## config.mk

```make
export PLATFORM = sky130hd
export DESIGN_NAME = vx_tensor_smem_arbiter
export DESIGN_NICKNAME = d
export VERILOG_FILES = /design/src/rtl/vx_tensor_smem_arbiter.sv
export SDC_FILE = /design/constraint.sdc
export NUM_CORES = 1
export LEC_CHECK = 0
export CAP_MARGIN = 30
export CORE_AREA = 5 5 390 392
export CTS_BUF_LIST = sky130_fd_sc_hd__clkbuf_16
export DETAILED_ROUTE_END_ITERATION = 6
export DIE_AREA = 0 0 395 397
export GPL_TIMING_DRIVEN = 0
export HOLD_SLACK_MARGIN = 0.15
export PLACE_DENSITY = 0.3
export SYNTH_ARGS = -nofsm -noshare
export SYNTH_HDL_FRONTEND = slang
export SYNTH_SLANG_ARGS = --single-unit
```

## constraint.sdc

```tcl
create_clock -name clk -period 3.6 [get_ports clk]
set_input_delay 0.72 -clock clk [delete_from_list [all_inputs] [get_ports clk]]
set_output_delay 0.72 -clock clk [all_outputs]
set_load 0.005 [all_outputs]
```

## src/rtl/vx_tensor_smem_arbiter.sv

```systemverilog
// vx_tensor_smem_arbiter
// Shares one shared-memory bank port between the tensor core's two operand
// fetch streams (A and B). Requests are arbitrated round-robin, limited to
// MAX_OUTSTANDING in flight per source, and registered in a one-entry stage
// before reaching the smem port. Each smem request carries {src, tag}, where
// src is 0 for A and 1 for B. Responses are routed back to A or B
// combinationally, using the echoed src bit.
//
// Ports:
//   clk, reset                 clock, synchronous active-high reset
//   a_req_* / b_req_*          source request handshake, addr, tag
//   a_rsp_* / b_rsp_*          source response handshake, tag, data
//   mem_req_*                  smem request (registered stage), addr, {src,tag}
//   mem_rsp_*                  smem response, echoed {src,tag}, data
//   busy                       stage full or any request outstanding
//   perf_*                     grant / stall counters
//
// Handshake semantics: a transfer happens on a rising edge where valid and
// ready are both high. Valid never waits for ready. While a staged
// mem_req_valid is not accepted, the stage contents are held stable.
//
// Optional feature: define TENSOR_SMEM_ARB_PERF_EN to build the perf
// counters. Without it the perf outputs are tied to zero.

module vx_tensor_smem_arbiter #(
    parameter int ADDR_WIDTH      = 32,
    parameter int DATA_WIDTH      = 256,
    parameter int TAG_WIDTH       = 4,
    parameter int MAX_OUTSTANDING = 4
) (
    input  logic                  clk,
    input  logic                  reset,

    input  logic                  a_req_valid,
    output logic                  a_req_ready,
    input  logic [ADDR_WIDTH-1:0] a_req_addr,
    input  logic [TAG_WIDTH-1:0]  a_req_tag,
    output logic                  a_rsp_valid,
    input  logic                  a_rsp_ready,
    output logic [TAG_WIDTH-1:0]  a_rsp_tag,
    output logic [DATA_WIDTH-1:0] a_rsp_data,

    input  logic                  b_req_valid,
    output logic                  b_req_ready,
    input  logic [ADDR_WIDTH-1:0] b_req_addr,
    input  logic [TAG_WIDTH-1:0]  b_req_tag,
    output logic                  b_rsp_valid,
    input  logic                  b_rsp_ready,
    output logic [TAG_WIDTH-1:0]  b_rsp_tag,
    output logic [DATA_WIDTH-1:0] b_rsp_data,

    output logic                  mem_req_valid,
    input  logic                  mem_req_ready,
    output logic [ADDR_WIDTH-1:0] mem_req_addr,
    output logic [TAG_WIDTH:0]    mem_req_tag,
    input  logic                  mem_rsp_valid,
    output logic                  mem_rsp_ready,
    input  logic [TAG_WIDTH:0]    mem_rsp_tag,
    input  logic [DATA_WIDTH-1:0] mem_rsp_data,

    output logic                  busy,
    output logic [31:0]           perf_a_grants,
    output logic [31:0]           perf_b_grants,
    output logic [31:0]           perf_stall_cycles
);

    localparam int CNT_W = $clog2(MAX_OUTSTANDING + 1);
    localparam logic [CNT_W-1:0] MAX_CNT = CNT_W'(MAX_OUTSTANDING);

    logic                  r_stage_valid;
    logic [ADDR_WIDTH-1:0] r_stage_addr;
    logic [TAG_WIDTH:0]    r_stage_tag;
    logic [CNT_W-1:0]      r_cnt_a;
    logic [CNT_W-1:0]      r_cnt_b;
    logic                  r_last_b;     // 1: last grant went to B, so A has priority

    logic w_stage_free;
    logic w_elig_a, w_elig_b;
    logic w_grant_a, w_grant_b;
    logic w_rsp_src;
    logic w_rsp_fire_a, w_rsp_fire_b;

    // Eligibility only sees registered counters. A slot freed by a response
    // therefore becomes usable on the following cycle.
    assign w_stage_free = !r_stage_valid || mem_req_ready;
    assign w_elig_a     = a_req_valid && (r_cnt_a < MAX_CNT);
    assign w_elig_b     = b_req_valid && (r_cnt_b < MAX_CNT);
    assign w_grant_a    = w_stage_free && w_elig_a && (!w_elig_b || r_last_b);
    assign w_grant_b    = w_stage_free && w_elig_b && (!w_elig_a || !r_last_b);

    assign a_req_ready  = w_grant_a;
    assign b_req_ready  = w_grant_b;

    assign mem_req_valid = r_stage_valid;
    assign mem_req_addr  = r_stage_addr;
    assign mem_req_tag   = r_stage_tag;

    // Response routing: zero latency, selected by the echoed src bit.
    assign w_rsp_src     = mem_rsp_tag[TAG_WIDTH];
    assign a_rsp_valid   = mem_rsp_valid && !w_rsp_src;
    assign b_rsp_valid   = mem_rsp_valid && w_rsp_src;
    assign a_rsp_tag     = mem_rsp_tag[TAG_WIDTH-1:0];
    assign b_rsp_tag     = mem_rsp_tag[TAG_WIDTH-1:0];
    assign a_rsp_data    = mem_rsp_data;
    assign b_rsp_data    = mem_rsp_data;
    assign mem_rsp_ready = w_rsp_src ? b_rsp_ready : a_rsp_ready;
    assign w_rsp_fire_a  = a_rsp_valid && a_rsp_ready;
    assign w_rsp_fire_b  = b_rsp_valid && b_rsp_ready;

    assign busy = r_stage_valid || (r_cnt_a != '0) || (r_cnt_b != '0);

    always_ff @(posedge clk) begin
        if (reset) begin
            r_stage_valid <= 1'b0;
            r_last_b      <= 1'b1;
        end else if (w_stage_free) begin
            r_stage_valid <= w_grant_a || w_grant_b;
            if (w_grant_a || w_grant_b) begin
                r_stage_addr <= w_grant_b ? b_req_addr : a_req_addr;
                r_stage_tag  <= {w_grant_b, (w_grant_b ? b_req_tag : a_req_tag)};
                r_last_b     <= w_grant_b;
            end
        end
    end

    // The counters saturate instead of wrapping. A grant together with a
    // response on the same source cancels out.
    always_ff @(posedge clk) begin
        if (reset) begin
            r_cnt_a <= '0;
            r_cnt_b <= '0;
        end else begin
            if (w_grant_a && !w_rsp_fire_a && r_cnt_a != MAX_CNT)
                r_cnt_a <= r_cnt_a + CNT_W'(1);
            else if (!w_grant_a && w_rsp_fire_a && r_cnt_a != '0)
                r_cnt_a <= r_cnt_a - CNT_W'(1);
            if (w_grant_b && !w_rsp_fire_b && r_cnt_b != MAX_CNT)
                r_cnt_b <= r_cnt_b + CNT_W'(1);
            else if (!w_grant_b && w_rsp_fire_b && r_cnt_b != '0)
                r_cnt_b <= r_cnt_b - CNT_W'(1);
            a_rsp_underflow: assert (!w_rsp_fire_a || r_cnt_a != '0);
            b_rsp_underflow: assert (!w_rsp_fire_b || r_cnt_b != '0);
        end
    end

`ifdef TENSOR_SMEM_ARB_PERF_EN
    logic [31:0] r_perf_a;
    logic [31:0] r_perf_b;
    logic [31:0] r_perf_stall;

    always_ff @(posedge clk) begin
        if (reset) begin
            r_perf_a     <= '0;
            r_perf_b     <= '0;
            r_perf_stall <= '0;
        end else begin
            if (w_grant_a)
                r_perf_a <= r_perf_a + 32'd1;
            if (w_grant_b)
                r_perf_b <= r_perf_b + 32'd1;
            if ((a_req_valid || b_req_valid) && !(w_grant_a || w_grant_b))
                r_perf_stall <= r_perf_stall + 32'd1;
        end
    end

    assign perf_a_grants     = r_perf_a;
    assign perf_b_grants     = r_perf_b;
    assign perf_stall_cycles = r_perf_stall;
`else
    assign perf_a_grants     = 32'd0;
    assign perf_b_grants     = 32'd0;
    assign perf_stall_cycles = 32'd0;
`endif

endmodule

```

After elaboration in Yosys (flattened, before gate mapping)
Cells that the tools add are included.
{"block": "word_totals", "regBits": 45, "input_bits": 341, "out_inout_bits": 660}
{"block": "classes", "addsub": 4, "order_cmp": 2, "eq_ne": 2, "mux": 7, "n_bitwise": 1, "n_reduce_logical": 39}
{"cell": "32-bit two-way mux", "n": 1}
{"cell": "1-bit logical AND", "n": 18}
{"cell": "3-bit two-way mux", "n": 4}
{"cell": "1-bit logical NOT", "n": 9}
{"cell": "3-bit by 1-bit adder with 3-bit output (second input constant)", "n": 2}
{"cell": "1-bit logical OR", "n": 6}
{"cell": "3-bit < comparator (second input constant)", "n": 2}
{"cell": "3-bit inequality test (second input constant)", "n": 2}
{"cell": "3-bit nonzero test", "n": 2}
{"cell": "3-bit by 1-bit subtractor with 3-bit output (second input constant)", "n": 2}
{"cell": "4-bit two-way mux", "n": 1}
{"cell": "2-bit nonzero test", "n": 2}
{"cell": "3-bit AND reduction", "n": 1}
{"cell": "2-bit AND reduction", "n": 1}
{"cell": "1-bit two-way mux", "n": 1}
{"cell": "1-bit NOT", "n": 1}

Longest topological paths before layout
Gate-level depths: netlist of run 1.
{"block": "logic_depth", "ltp_word": 10, "mapped_depth": 9, "depth_no_buf": 8}

Worst setup path before layout of run 1
No wires, ideal clock.
{"block": "synth_path", "kind": "input to register", "startpoint": "in a_req_valid", "endpoint": "reg r_stage_addr[0] (netlist: mem_req_addr[0]), enable pin", "setup_ns": 0.431, "arrival_ns": 2.609, "required_ns": 3.169, "slack_ns": 0.560, "cell_stages": 3, "path_buffers": 0, "path_cell_list": "nor2b_1 -> o21ai_0 -> nor2_1"}
{"block": "synth_between", "elab_chain_cells": 6}
{"element": "from (decl)", "line": "34", "source": "input logic a_req_valid,"}
{"element": "1-bit logical AND *", "line": "86", "source": "assign w_elig_a = a_req_valid && (r_cnt_a < MAX_CNT);"}
{"element": "1-bit logical NOT", "line": "89", "source": "assign w_grant_b = w_stage_free && w_elig_b && (!w_elig_a || !r_last_b);"}
{"element": "1-bit logical OR", "line": "89"}
{"element": "1-bit logical AND", "line": "89"}
{"element": "1-bit logical OR *", "line": "118", "source": "if (w_grant_a || w_grant_b) begin"}
{"element": "3-bit AND reduction (no source line) *"}
{"element": "to (signal assigned)", "line": "119", "source": "r_stage_addr <= w_grant_b ? b_req_addr : a_req_addr;"}
{"element": "to (decl)", "line": "71", "source": "logic [ADDR_WIDTH-1:0] r_stage_addr;"}
Mark *: on every way between the ends. The rest lies on a longest branch, timed or not.
A chain may end at the register's enable or synchronous reset.

Final worst setup path of run 1
{"block": "layout_path", "startpoint": "in b_req_valid", "endpoint": "out b_req_ready"}
{"block": "layout_between", "elab_chain_cells": 3}
{"element": "from (decl)", "line": "43", "source": "input logic b_req_valid,"}
{"element": "1-bit logical AND", "line": "87", "source": "assign w_elig_b = b_req_valid && (r_cnt_b < MAX_CNT);"}
{"element": "1-bit logical AND (2 in a row)", "line": "89"}
{"element": "to (decl)", "line": "44", "source": "output logic b_req_ready,"}
Every way passes these cells.

==> results.sh, run 1 <==
export IMPL_status="complete, no violations"
export IMPL_holdWs_ns=0.531
export IMPL_cp_arrival_ns=2.62
export IMPL_skew_ns=0.0110
export IMPL_synthCells=836
export IMPL_yosys_warnings=0
export IMPL_final_cell_mix="644 x clkdlybuf4s50_1, 616 x buf_4, 110 x nand2_1, 96 x conb_1, 37 x edfxtp_1"
export IMPL_rsz0062_at_grt="false"
export IMPL_cp_end_kind="primary output"
export IMPL_final_common_cell="clkdlybuf4s50_1"
export IMPL_synth_top_family_by_area="buffers and inverters"
export IMPL_clock_sinks=45
export IMPL_min_path_type="reg -> reg"
export IMPL_comb_power_share_pct=58.1
export IMPL_htreeDepth=2
export IMPL_synth_adder_area_share_pct=0.593
export IMPL_area_growth_pct=140
export IMPL_fp_dieW_um=395
export IMPL_root_buffer="clkbuf_16"
export IMPL_cts_hold_buf=0
export IMPL_ctsResizeCount=0
export IMPL_fin_crit_sh_pct=92.7
export IMPL_crit_path_cell_trace="clkdlybuf4s50_1 -> nand2b_4 -> a211o_2 -> inv_2 -> clkdlybuf4s50_1"
export IMPL_tightest_slew_ns=0.769
export IMPL_ir_drop_uv=141
export IMPL_wl_per_cell_um=17.9
export IMPL_die_y_um=397
export IMPL_p_clk_share_pct=19.0
export IMPL_slowest_stage="clkdlybuf4s50_1"
export IMPL_setup_viol=0
export IMPL_p_int_mw=2.11
export IMPL_vias=7000
export IMPL_nets=1925
export IMPL_synth_xor_area_share_pct=0.519
export IMPL_drive_above_1_share_pct=40.1
export IMPL_start_util_pct=4.54
export IMPL_synth_compound_area_share_pct=1.54
export IMPL_p_leak_nw=6.85
export IMPL_drt_total_wl_um=63300
export IMPL_swShare_pct=28.9
export IMPL_cts_made_buffers=5
export IMPL_seq_area_frac_synth_pct=18.8
export IMPL_die_area_um2=157000
export IMPL_cp_data_required_time_ns=2.88
export IMPL_fmax_mhz=300
export IMPL_utilization_pct=10.9
export IMPL_async_reset_ff_share_pct=0
export IMPL_power_density_nw_per_um2=184
export IMPL_critPathLaunchType="input port"
export IMPL_path_common_cell="clkdlybuf4s50_1"
export IMPL_num_rows=142
export IMPL_core_um2=149000
export IMPL_synth_edf_count=37
export IMPL_final_max_slew_viol_count=0
export IMPL_synthSimpleGateAreaFrac_pct=8.23
export IMPL_fin_cells=3532
export IMPL_ys_ff_latch=45
export IMPL_dp_hpwl_um=59900
export IMPL_ioPinCount=1001
export IMPL_cts_tree="yes"
export IMPL_grt_max_degree=24
export IMPL_switchingPower_mw=0.859
export IMPL_critical_path_class="in -> out"
export IMPL_gp_congestion=0.818
export IMPL_ys_types=34
export IMPL_cts_setup_buffers=0
export IMPL_clk_pin_slew_ns=0.08
export IMPL_max_stage_delay_ns=0.58
export IMPL_period_minus_slack_ns=3.34
export IMPL_drc=0
export IMPL_seqPwrFrac_pct=22.9
export IMPL_grt_first_pass_wirelength_um=77100
export IMPL_synth_mux_area_share_pct=0.760
export IMPL_first_iter_violations=172
export IMPL_clockBufferDepth=2
export IMPL_first_pass_iters=4
export IMPL_max_cap_violations=0
export IMPL_viasPerCell=1.98
export IMPL_grtUsageTotal_pct=7.45
export IMPL_dpl_cell_count=3520
export IMPL_critPathMaxFanout=15
export IMPL_overflow=0
export IMPL_clk_insertion_delay_late_ns=0.32
export IMPL_syn_avg_cell_area_um2=8.07
export IMPL_relSlewSlack_pct=48.8
export IMPL_io_buffers=644
export IMPL_syn_cell_area_um2=6750
export IMPL_grt_pass1_vias=7209
export IMPL_antenna_found_initial=22
export IMPL_drtAntennaViolNets=0
export IMPL_synth_ff_type="edfxtp_1"
export IMPL_finalHoldViolCount=0
cell type report:
cell class,instances,area (µm²)
antenna,5,12.5
timing repair buffer,645,6470
inverter,4,15.0
clock inverter,2,17.5
clock buffer,6,150
sequential,45,1270
buffer,625,4670
fill,17280,132000
tap,1944,2430
multi-input combinational,256,1150
final timing paths:
path / start / end / slack (ns) / cells past startpoint
min: r_last_b$_SDFFE_PP1P_ / r_last_b$_SDFFE_PP1P_ / 0.53 / 1
min reg2reg: r_last_b$_SDFFE_PP1P_ / r_last_b$_SDFFE_PP1P_ / 0.53 / 1
max: b_req_valid / b_req_ready / 0.26 / 5
max reg2reg: r_cnt_a[2]$_SDFFE_PP0P_ / r_cnt_b[2]$_SDFFE_PP0P_ / 1.26 / 8
Yosys cell counts, types with 2 or more instances:
cell / number / share of area [%]
buf_4: 616 / 69
nand2_1: 110 / 6.1
edfxtp_1: 37 / 16
dfxtp_1: 8 / 2.4
clkbuf_1: 6 / 0.33
nor2_1: 5 / 0.28
o21ai_0: 5 / 0.37
mux2i_1: 4 / 0.59
nand2b_1: 4 / 0.37
buf_2: 3 / 0.22
inv_1: 3 / 0.17
nand3_1: 3 / 0.22
nor2b_1: 3 / 0.28
nor3_1: 3 / 0.22
a31oi_1: 2 / 0.19
fa_1: 2 / 0.59
nand3b_1: 2 / 0.22
o32ai_1: 2 / 0.26
xnor2_1: 2 / 0.26
xor2_1: 2 / 0.26
critical path: cells and delay by family:
family	cells	cell delay, ns
AND/OR/NAND/NOR	1	0.08
AO/OA/AOI/OAI	1	0.37
buffers and inverters	3	1.44
state kept, by name, summed over array words and instances, names as in the netlist:
register	cells
mem_req_tag	5
r_cnt_a	3
mem_req_valid	1
mem_req_addr	32
r_cnt_b	3
r_last_b	1
layer usage:
layer,vias to the layer above,track usage (%),part of all wire [%]
li1,3364,-,-
met1,3100,7.90,35
met2,511,13.8,52
met3,23,3.37,11
met4,2,1.04,1.3
met5,-,0,0.021
power groups by stage:
stage / combinational (mW) / sequential [mW] / clock [mW]
6_report: 1.73 / 0.682 / 0.564
5_1_grt: 1.87 / 0.690 / 0.614
4_1_cts: 1.77 / 0.683 / 0.601
3_5_place_dp: 1.76 / 0.695 / 0
3_3_place_gp: 1.77 / 0.698 / 0
2_1_floorplan: 0.750 / 0.694 / 0
cell families after synthesis:
logic type / Yosys count
xor gates and xnor gates: 4
DFF: 45
other: 1
muxes: 5
and+or+nand+nor: 134
AOI/OAI and AO/OA: 15
buffers and inverters: 630
adders and majority gates: 2
per-stage QoR:
stage / area, µm² / setup TNS [ns] / total power [mW] / worst slack, ns
2_1_floorplan: 7110 / 0 / 1.44 / 0.560
3_3_place_gp: 16000 / -58.40 / 2.47 / -1.59
3_5_place_dp: 16000 / -0.416 / 2.45 / -0.298
4_1_cts: 16200 / 0 / 3.05 / 0.161
5_1_grt: 16200 / 0 / 3.17 / 0.169
6_report: 16200 / 0 / 2.97 / 0.262
Power figures use the tool's default switching activity.
==> run 2, diff against run 1 <==
CORE_AREA = 5 5 386 388   (was 5 5 390 392)
DIE_AREA = 0 0 391 393   (was 0 0 395 397)
GPL_TIMING_DRIVEN = not set   (was 0)
SLEW_MARGIN = 20   (was not set)
clock period = 4.25 ns   (was 3.6 ns; I/O delays follow)
==> run 2 against run 1 <==
Setup slack gained 0.68 ns. Cell area decreased by 61%. Largest cell class is now tap cells. Cell count down 33%. Global-route usage fell by 0.76 points. Sequential cell count stayed put. Utilization down 6.6 points. Critical path type unchanged.
==> results.sh, run 2 (synthesis gave the netlist of run 1 again) <==
export IMPL_status="complete, no violations"
export IMPL_clk_pin_slew_ns=0.08
export IMPL_cts_tree="yes"
export IMPL_seq_area_um2=1270
export IMPL_fin_crit_sh_pct=77.8
export IMPL_switchingPower_mw=0.446
export IMPL_clock_sinks=45
export IMPL_die_area_um2=154000
export IMPL_worst_r2r_endpoint="r_cnt_a[2]$_SDFFE_PP0P_"
export IMPL_seqPwrFrac_pct=39.7
export IMPL_fin_tns_setup_ns=0
export IMPL_cts_setup_buffers=0
export IMPL_routed_wl_met3_um=21400
export IMPL_cts_hold_buf=0
export IMPL_grt_max_degree=41
export IMPL_final_cell_mix="124 x clkdlybuf4s50_1, 110 x nand2_1, 96 x conb_1, 37 x edfxtp_1, 8 x dfxtp_1"
export IMPL_skew_ns=0.00527
export IMPL_die_y_um=393
export IMPL_num_rows=140
export IMPL_ir_drop_uv=121
export IMPL_cp_end_kind="primary output"
export IMPL_clk_insertion_delay_late_ns=0.31
export IMPL_power_mw=1.46
export IMPL_hold_path_end="r_last_b$_SDFFE_PP1P_"
export IMPL_final_max_slew_viol_count=0
export IMPL_p_clk_share_pct=32.3
export IMPL_critPathMaxFanout=3
export IMPL_grt_first_pass_wirelength_um=60900
export IMPL_antenna_found_initial=3
export IMPL_fmax_mhz=302
export IMPL_overflow=0
export IMPL_wl_per_cell_um=23.7
export IMPL_clockBufferDepth=2
export IMPL_power_density_nw_per_um2=233
export IMPL_grt_pass1_vias=2943
export IMPL_core_um2=145000
export IMPL_drt_total_wl_um=55800
export IMPL_gp_congestion=0.673
export IMPL_drc=0
export IMPL_rsz0062_at_grt="false"
export IMPL_r2r_cells=6
export IMPL_vias=3120
export IMPL_cts_made_buffers=5
export IMPL_wl_met1_um=6860
export IMPL_fp_dieW_um=391
export IMPL_finalHoldViolCount=0
export IMPL_final_common_cell="clkdlybuf4s50_1"
export IMPL_fillers=17278
export IMPL_p_leak_nw=1.78
export IMPL_htreeDepth=2
export IMPL_dp_hpwl_um=52000
export IMPL_fin_ws_ns=0.942
export IMPL_setup_viol=0
export IMPL_period_minus_slack_ns=3.31
export IMPL_critPathLaunchType="input port"
export IMPL_comb_power_share_pct=28.0
export IMPL_io_buffers=124
export IMPL_p_int_mw=1.01
export IMPL_cp_arrival_ns=2.46
export IMPL_swShare_pct=30.6
export IMPL_drtAntennaViolNets=0
export IMPL_reg2reg_from="r_cnt_b[2]$_SDFFE_PP0P_"
export IMPL_start_util_pct=4.65
export IMPL_hold_path_startpoint="r_last_b$_SDFFE_PP1P_"
export IMPL_first_pass_iters=4
export IMPL_root_buffer="clkbuf_16"
export IMPL_tightest_slew_ns=0.609
export IMPL_largest_reg_flops=32
export IMPL_r2r_setup_slack_ns=2.02
export IMPL_wl_met2_um=25200
export IMPL_cp_data_required_time_ns=3.40
export IMPL_ctsResizeCount=0
export IMPL_top_layer="met4"
export IMPL_area_growth_pct=-7.10
export IMPL_drive_above_1_share_pct=3.64
export IMPL_relSlewSlack_pct=59.3
export IMPL_critical_path_class="in -> out"
export IMPL_nets=782
export IMPL_n_antenna_cell=0
export IMPL_viasPerCell=1.32
export IMPL_ioPinCount=1001
export IMPL_preCtsSetupSlack_ns=0.893
export IMPL_max_cap_violations=0
export IMPL_min_path_type="reg -> reg"
export IMPL_grtUsageTotal_pct=6.69
export IMPL_whs_path_depth=1
export IMPL_multi_input_area_um2=1150
export IMPL_first_iter_violations=117
==> run 2: cell count changes in the layout (fill, tap and decap cells not counted) <==
cell             previous run  this run
buf_2                       3         0
diode_2                     5         0
buf_6                       1         0
clkdlybuf4s50_1           644       124
buf_12                      1         0
clkbuf_1                    5         0
buf_4                     616         3
==> run 2: cell type report <==
type / count / area share [%]
Clock buffer: 6 / 2.39
Clock inverter: 2 / 0.279
Inverter: 4 / 0.239
Multi-Input combinational cell: 256 / 18.4
Sequential cell: 45 / 20.3
Tap cell: 1917 / 38.3
Timing Repair Buffer: 127 / 20.2
==> run 2: worst max-delay path by stage <==
stage,start,end,cells after the start
6_report,b_req_valid,b_req_ready,5
5_1_grt,a_req_valid,a_req_ready,4
4_1_cts,b_req_valid,b_req_ready,5
3_5_place_dp,b_req_valid,b_req_ready,5
3_3_place_gp,b_req_valid,b_req_ready,5
2_1_floorplan,a_req_valid,mem_req_addr[0]$_DFFE_PP_,3
==> run 2: per-layer routing <==
layer	vias to the layer above	GRT usage (%)
li1	1067	-
met1	1167	2.39
met2	753	10.5
met3	133	12.3
met4	0	2.59
met5	-	0.319
==> run 2: stage by stage <==
step,instance area [µm²],hold WS (ns),cells,utilization (%)
3_5_place_dp,6100,0.490,2349,4.21
5_1_grt,6270,0.539,2357,4.32
2_1_floorplan,7110,0.460,931,-
4_1_cts,6270,0.510,2357,4.32
3_3_place_gp,6100,0.495,2349,4.21
6_report,6270,0.507,2357,4.32
==> run 2: worst max-delay path, stage by stage <==
cell and delay, ns:
clkdlybuf4s50_1 0.58, nand2b_4 0.08, a211o_2 0.32, inv_2 0.11, clkdlybuf4s50_1 0.52
==> run 2: power groups by stage <==
stage                     Clock [mW]  Combinational, mW  Sequential, mW
after floorplan                    0              0.635           0.588
after global placement             0              0.419           0.592
after detailed placement           0              0.415           0.592
after CTS                      0.511              0.418           0.582
after global routing           0.520              0.457           0.589
final                          0.472              0.408           0.579
